===== config.mk =====
export PLATFORM = sky130hd
export DESIGN_NAME = mips_mem_arbiter
export DESIGN_NICKNAME = d
export VERILOG_FILES = /design/src/rtl/mips_mem_arbiter.sv
export SDC_FILE = /design/constraint.sdc
export NUM_CORES = 1
export LEC_CHECK = 0
export CAP_MARGIN = 5
export CORE_ASPECT_RATIO = 0.5
export CORE_MARGIN = 4
export CORE_UTILIZATION = 39
export DETAILED_ROUTE_END_ITERATION = 7
export PLACE_DENSITY = 0.8
export SYNTH_ARGS = -nofsm -noshare
export SYNTH_HDL_FRONTEND = slang
export SYNTH_SLANG_ARGS = --single-unit

===== constraint.sdc =====
create_clock -name clk -period 2.7 [get_ports clk]
set_clock_uncertainty 0.05 [all_clocks]
set_input_delay 0.27 -clock clk [delete_from_list [all_inputs] [get_ports clk]]
set_output_delay 0.27 -clock clk [all_outputs]
set_load 0.01 [all_outputs]

===== src/rtl/mips_mem_arbiter.sv =====
// Three-way arbiter (loader, data port, fetch port) in front of a single-port
// word memory; one access in flight, with an anti-starvation guard for fetch.
module mips_mem_arbiter #(
  parameter int ADDR_W     = 10,
  parameter int DATA_W     = 32,
  parameter int MEM_LAT    = 1,
  parameter int STARVE_MAX = 4
) (
  input  logic              clk,
  input  logic              rst_n,
  input  logic              load_mode,
  input  logic              ld_req,
  input  logic              dm_req,
  input  logic              if_req,
  input  logic              ld_we,
  input  logic              dm_we,
  input  logic [ADDR_W-1:0] ld_addr,
  input  logic [ADDR_W-1:0] dm_addr,
  input  logic [ADDR_W-1:0] if_addr,
  input  logic [DATA_W-1:0] ld_wdata,
  input  logic [DATA_W-1:0] dm_wdata,
  output logic              ld_gnt,
  output logic              dm_gnt,
  output logic              if_gnt,
  output logic              ld_ack,
  output logic              dm_ack,
  output logic              if_ack,
  output logic [DATA_W-1:0] rdata,
  output logic              busy,
  output logic              mem_en,
  output logic              mem_we,
  output logic [ADDR_W-1:0] mem_addr,
  output logic [DATA_W-1:0] mem_wdata,
  input  logic [DATA_W-1:0] mem_rdata
);

  localparam int SW = $clog2(STARVE_MAX + 1);
  localparam logic [SW-1:0] STARVE_LIM = SW'(STARVE_MAX);
  localparam int WW = (MEM_LAT > 1) ? $clog2(MEM_LAT) : 1;
  localparam logic [WW-1:0] WAIT_LAST = WW'(MEM_LAT - 1);

  typedef enum logic [1:0] {IDLE, ISSUE, WAIT, ACK} state_t;
  typedef enum logic [1:0] {SRC_NONE, SRC_LD, SRC_DM, SRC_IF} src_t;

  state_t            state;
  src_t              owner;
  src_t              win;
  logic              op_we;
  logic [SW-1:0]     starve_cnt;
  logic [WW-1:0]     wait_cnt;
  logic              win_we;
  logic [ADDR_W-1:0] win_addr;
  logic [DATA_W-1:0] win_wdata;

  // Fetch is forced once the data port has taken STARVE_MAX grants in a row
  // while fetch was waiting; otherwise data accesses take precedence.
  always_comb begin
    win       = SRC_NONE;
    win_we    = 1'b0;
    win_addr  = '0;
    win_wdata = '0;
    if (state == IDLE) begin
      if (load_mode) begin
        if (ld_req) win = SRC_LD;
      end else if (if_req && starve_cnt == STARVE_LIM) begin
        win = SRC_IF;
      end else if (dm_req) begin
        win = SRC_DM;
      end else if (if_req) begin
        win = SRC_IF;
      end
    end
    case (win)
      SRC_LD: begin
        win_we    = ld_we;
        win_addr  = ld_addr;
        win_wdata = ld_wdata;
      end
      SRC_DM: begin
        win_we    = dm_we;
        win_addr  = dm_addr;
        win_wdata = dm_wdata;
      end
      SRC_IF: win_addr = if_addr;
      default: ;
    endcase
  end

  always_ff @(posedge clk or negedge rst_n) begin
    if (!rst_n) begin
      state      <= IDLE;
      owner      <= SRC_NONE;
      op_we      <= 1'b0;
      starve_cnt <= '0;
      wait_cnt   <= '0;
      ld_gnt     <= 1'b0;
      dm_gnt     <= 1'b0;
      if_gnt     <= 1'b0;
      ld_ack     <= 1'b0;
      dm_ack     <= 1'b0;
      if_ack     <= 1'b0;
      rdata      <= '0;
      busy       <= 1'b0;
      mem_en     <= 1'b0;
      mem_we     <= 1'b0;
      mem_addr   <= '0;
      mem_wdata  <= '0;
    end else begin
      ld_gnt <= 1'b0;
      dm_gnt <= 1'b0;
      if_gnt <= 1'b0;
      ld_ack <= 1'b0;
      dm_ack <= 1'b0;
      if_ack <= 1'b0;
      mem_en <= 1'b0;
      case (state)
        IDLE: begin
          if (!if_req) starve_cnt <= '0;
          case (win)
            SRC_LD: ld_gnt <= 1'b1;
            SRC_DM: begin
              dm_gnt <= 1'b1;
              if (if_req && starve_cnt != STARVE_LIM) starve_cnt <= starve_cnt + 1'b1;
            end
            SRC_IF: begin
              if_gnt     <= 1'b1;
              starve_cnt <= '0;
            end
            default: ;
          endcase
          if (win != SRC_NONE) begin
            state     <= ISSUE;
            owner     <= win;
            op_we     <= win_we;
            busy      <= 1'b1;
            mem_en    <= 1'b1;
            mem_we    <= win_we;
            mem_addr  <= win_addr;
            mem_wdata <= win_wdata;
          end
        end
        ISSUE: begin
          state    <= WAIT;
          wait_cnt <= '0;
          mem_we   <= 1'b0;
        end
        WAIT: begin
          // The final wait cycle is exactly when read data is valid.
          if (wait_cnt == WAIT_LAST) begin
            state <= ACK;
            if (!op_we) rdata <= mem_rdata;
            case (owner)
              SRC_LD:  ld_ack <= 1'b1;
              SRC_DM:  dm_ack <= 1'b1;
              SRC_IF:  if_ack <= 1'b1;
              default: ;
            endcase
          end else begin
            wait_cnt <= wait_cnt + 1'b1;
          end
        end
        ACK: begin
          state <= IDLE;
          owner <= SRC_NONE;
          busy  <= 1'b0;
        end
        default: state <= IDLE;
      endcase
    end
  end

endmodule


**After elaboration in Yosys (flattened, before gate mapping)**

Cells that the tools add are included.

- Add/subtract/negate cells: 2
- Eq/ne operators: 13
- Mux-type cells: 40
- Bitwise operators: 2
- Reductions and logical operators: 12

Operators with widths:

| cell | number |
|---|---|
| case mux 32 bit (2 select lines) | 1 |
| case mux 10 bit (3 select lines) | 1 |
| 2-to-1 mux 1 bit | 21 |
| 2-to-1 mux 2 bit | 8 |
| == test 2 bit, second input constant | 6 |
| case mux 1 bit (2 select lines) | 4 |
| case mux 2 bit (4 select lines) | 1 |
| AND reduction 2 bit | 4 |
| nonzero test 2 bit | 4 |
| == test 2 x 1 -> 1 bit, second input constant | 3 |
| 2-to-1 mux 3 bit | 2 |
| case mux 3 bit (2 select lines) | 1 |
| case mux 2 bit (2 select lines) | 1 |
| adder 3 x 1 -> 3 bit, second input constant | 1 |
| == test 3 bit, second input constant | 1 |
| != test 3 bit, second input constant | 1 |
| AND reduction 3 bit | 1 |
| logical AND 1 bit | 2 |
| zero test 2 bit | 1 |
| != test 2 x 1 -> 1 bit, second input constant | 1 |
| != test 2 bit, second input constant | 1 |
| inverter 1 bit | 2 |
| adder 1 bit, second input constant | 1 |

- Bits in registers: 92
- Bits of input ports: 134
- Output and inout bits: 83
- Word-level logic and storage cells: 86

**Longest topological paths before layout**

- Depth after elaboration: 9
- Gate-level depth with buffers: 12

**Worst setup path after synthesis**

OpenSTA, ideal clock, no wires.

- Path type: register -> register
- From: reg starve_cnt[0]
- To: reg starve_cnt[0]
- Library setup time: 0.134 ns
- Arrival: 2.137 ns
- Data required time: 2.516 ns
- Slack: 0.379 ns
- Stages on the path, launching flop included: 13
- Path buffers: 2
- Period minus slack after synthesis: 2.321 ns
- Cell sequence: dfrtp_1 inv_1 ha_1 a21bo_2 a22o_1 and2_1 inv_1 ha_1 buf_2 clkbuf_1 nand2_1 o2111ai_1 o211ai_1

- Word-level cells in the longest chain between the ends: 7
- Elaborated cells on any way between the ends: 13
- Those cells by class: 1 x add/sub; 4 x eq/ne; 6 x mux; 2 x reduce/logical

Ends and longest elaborated chain:

| what | line | text |
|---|---|---|
| start, declared | 49 | `logic [SW-1:0] starve_cnt;` |
| start signal, assigned | 123 | `if (if_req && starve_cnt != STARVE_LIM) starve_cnt <= starve_cnt + 1'b1;` |
| == test 3 bit | 65 | `end else if (if_req && starve_cnt == STARVE_LIM) begin` |
| logical AND 1 bit | 65 |  |
| 2-to-1 mux 2 bit | 65 |  |
| 2-to-1 mux 2 bit | 63 | `if (load_mode) begin` |
| 2-to-1 mux 2 bit | 62 | `if (state == IDLE) begin` |
| == test 2 bit | 119 | `case (win)` |
| case mux 3 bit (2 select lines) * | 119 |  |

Every way passes the cells marked *; elsewhere a longest branch is shown, timed or not.
A chain may end at the register's enable or synchronous reset.

**Worst setup path in the final report**

- From: reg starve_cnt[0]
- To: reg starve_cnt[1]

Same word-level chain as after synthesis.

==> impl_metrics.json <==
{
  "ys_seq_area_share_pct": 55.9,
  "finalCoreUtilization_pct": 65.8,
  "root_buffer": "clkbuf_16",
  "cts_tree": "built",
  "dieArea_mm2": 0.0122,
  "maxSlewHeadroom_pct": 58.8,
  "path_clk_slew_ps": 60,
  "period_share_pct": 90.3,
  "dieWidth_um": 152,
  "grt_antenna_before_repair": 0,
  "start_util_pct": 40.0,
  "cts_buffers": 9,
  "fin_cells": 708,
  "track_usage_pct": 19.9,
  "nFillCells": 832,
  "power.leakage_nw": 2.74,
  "num_vias": 3613,
  "path_class": "register to register",
  "yosysWarningCount": 0,
  "post-dp-hpwl_um": 9320,
  "syn_inst": 352,
  "placed_cell_area_mm2": 0.00639,
  "insertion_delay_ps": 330,
  "numPortBuffers": 216,
  "synth_edf_count": 0,
  "maxSlewViolCount": 0,
  "grt_pass1_wl_um": 19300,
  "worstPathArrival_ps": 2600,
  "syn_to_final_growth_pct": 64.6,
  "fin_ws_ps": 262,
  "place_inst": 691,
  "synth_flop_cell": "dfrtp_1",
  "antenna_left": 0,
  "hold_ws_ps": 426,
  "post_cts_buffers": 0,
  "crit_slowest_cell": "dfrtp_1",
  "status": "completed",
  "rsz0062_at_grt": "no",
  "pre_cts_ws_ps": 148,
  "max_stage_delay_ps": 380,
  "crit_required_ps": 2870,
  "ctsResizeCount": 0,
  "holdCritPathClass": "register to register",
  "max-cap-violations": 0,
  "synth_nets": 495,
  "grt_pass1_vias": 3721,
  "layout-drive-gt1-share_pct": 11.4,
  "peakVddDrop_uv": 386,
  "layout_common_cells": "clkdlybuf4s50_1, dfrtp_1, nand2_1",
  "syn-cell-area_mm2": 0.00407,
  "cts_hold_buf": 1,
  "hold_viol": 0,
  "cts_sinks": 91,
  "gp_congestion": 0.859,
  "fin_setup_tns_ps": 0,
  "path_max_fanout": 11,
  "fmax_ghz": 0.410,
  "yosysUniqueCellTypes": 36,
  "synthArstFlopShare_pct": 100,
  "ys_ff_latch": 91,
  "setup_violations": 0,
  "drcViolationCount": 0,
  "htree_levels": 3,
  "grt_max_degree": 48,
  "period_needed_ps": 2440,
  "avgSynthCellArea_um2": 11.6,
  "final_common_cell": "clkdlybuf4s50_1",
  "power_mw": 6.05,
  "wl_per_cell_um": 17.5,
  "vias_per_cell": 5.10,
  "cp_cell_sequence": "inv_1, ha_1, a21bo_2, a22o_1, and2_1, inv_1, ha_1, buf_4, nand2b_1, a22oi_1, a31oi_1, o21ai_0",
  "io_pins": 217,
  "layout.nets": 706,
  "die_y_um": 80.3,
  "design.core.area_mm2": 0.0102,
  "crit_path_end_kind": "register",
  "finalWirelength_um": 12400,
  "diodes": 0,
  "p_per_area_mw_per_mm2": 902,
  "gr-total-overflow": 0,
  "drt_iter0_drc": 211,
  "finalInstanceArea_mm2": 0.00670,
  "tightest_slew_ps": 618,
  "start_kind": "register",
  "cts_buffer_depth": 2,
  "num_rows": 26,
  "drt_first_pass_iters": 6
}
state kept, by name (all words and copies together) (netlist names), 2 cells and up:
name        cells
starve_cnt      3
rdata          32
mem_wdata      32
state           2
owner           2
mem_addr       10
path summary, 6_finish.rpt:
check	start	to	slack, ps	cells after the start
max	starve_cnt[0]	starve_cnt[1]	260	12
min	mem_wdata[0]	mem_wdata[0]	430	2
max reg2reg	starve_cnt[0]	starve_cnt[1]	260	12
min reg2reg	mem_wdata[0]	mem_wdata[0]	430	2
max in group asynchronous	rst_n	if_gnt	1470	3
min in group asynchronous	rst_n	rdata[26]	440	2
logic make-up (layout without fill, tap and decap cells):
kind of cell,after synthesis,in the layout,synth area share [%]
adders and majority gates,9,9,2.77
AOI/OAI and AO/OA,106,106,19.0
muxes,33,33,9.13
buffers and inverters,40,256,5.01
and+or+nand+nor,73,73,8.14
DFF,91,91,55.9
where the power goes:
group	total, mW	switching (mW)	internal (mW)
clock	1.26	0.522	0.742
combinational	2.72	1.23	1.49
sequential	2.06	0.241	1.82
critical path, delay by kind of cell, from the launching register on:
family / cells / cell delay [ps]
adders and majority gates: 2 / 460
AOI/OAI and AO/OA: 5 / 780
and+or+nand+nor: 2 / 290
DFF: 1 / 380
buffers and inverters: 3 / 350
cell type report:
| class | instances | area (µm²) | area share (%) |
|---|---|---|---|
| multi-input cells | 221 | 1590 | 23.8 |
| well taps | 140 | 175 | 2.61 |
| clock inverters | 6 | 63.8 | 0.952 |
| flip-flops and latches | 91 | 2280 | 34.0 |
| inverters | 10 | 37.5 | 0.560 |
| clock buffers | 10 | 239 | 3.57 |
| repair buffers | 230 | 2320 | 34.6 |
layer usage:
layer  GRT usage (%)  wire length [µm]  up-vias
met5               0                 0        -
met4            8.09               442        0
met3            5.11               564       32
met2            35.8              6540      109
met1            23.0              4860     1752
li1                -                 -     1720
Yosys cell counts (all sizes together), types with 4 or more instances:
library cell | number | share of area [%]
mux2 | 33 | 9.1
a22oi | 34 | 6.3
buf | 16 | 2.8
ha | 9 | 2.8
o31ai | 32 | 5.9
o21ai | 17 | 2.1
inv | 10 | 0.92
clkbuf | 14 | 1.3
dfrtp | 91 | 56
nand2 | 50 | 4.6
a222oi | 10 | 2.5
nor2 | 4 | 0.37
Note: power is estimated with default switching activity, not from simulation.
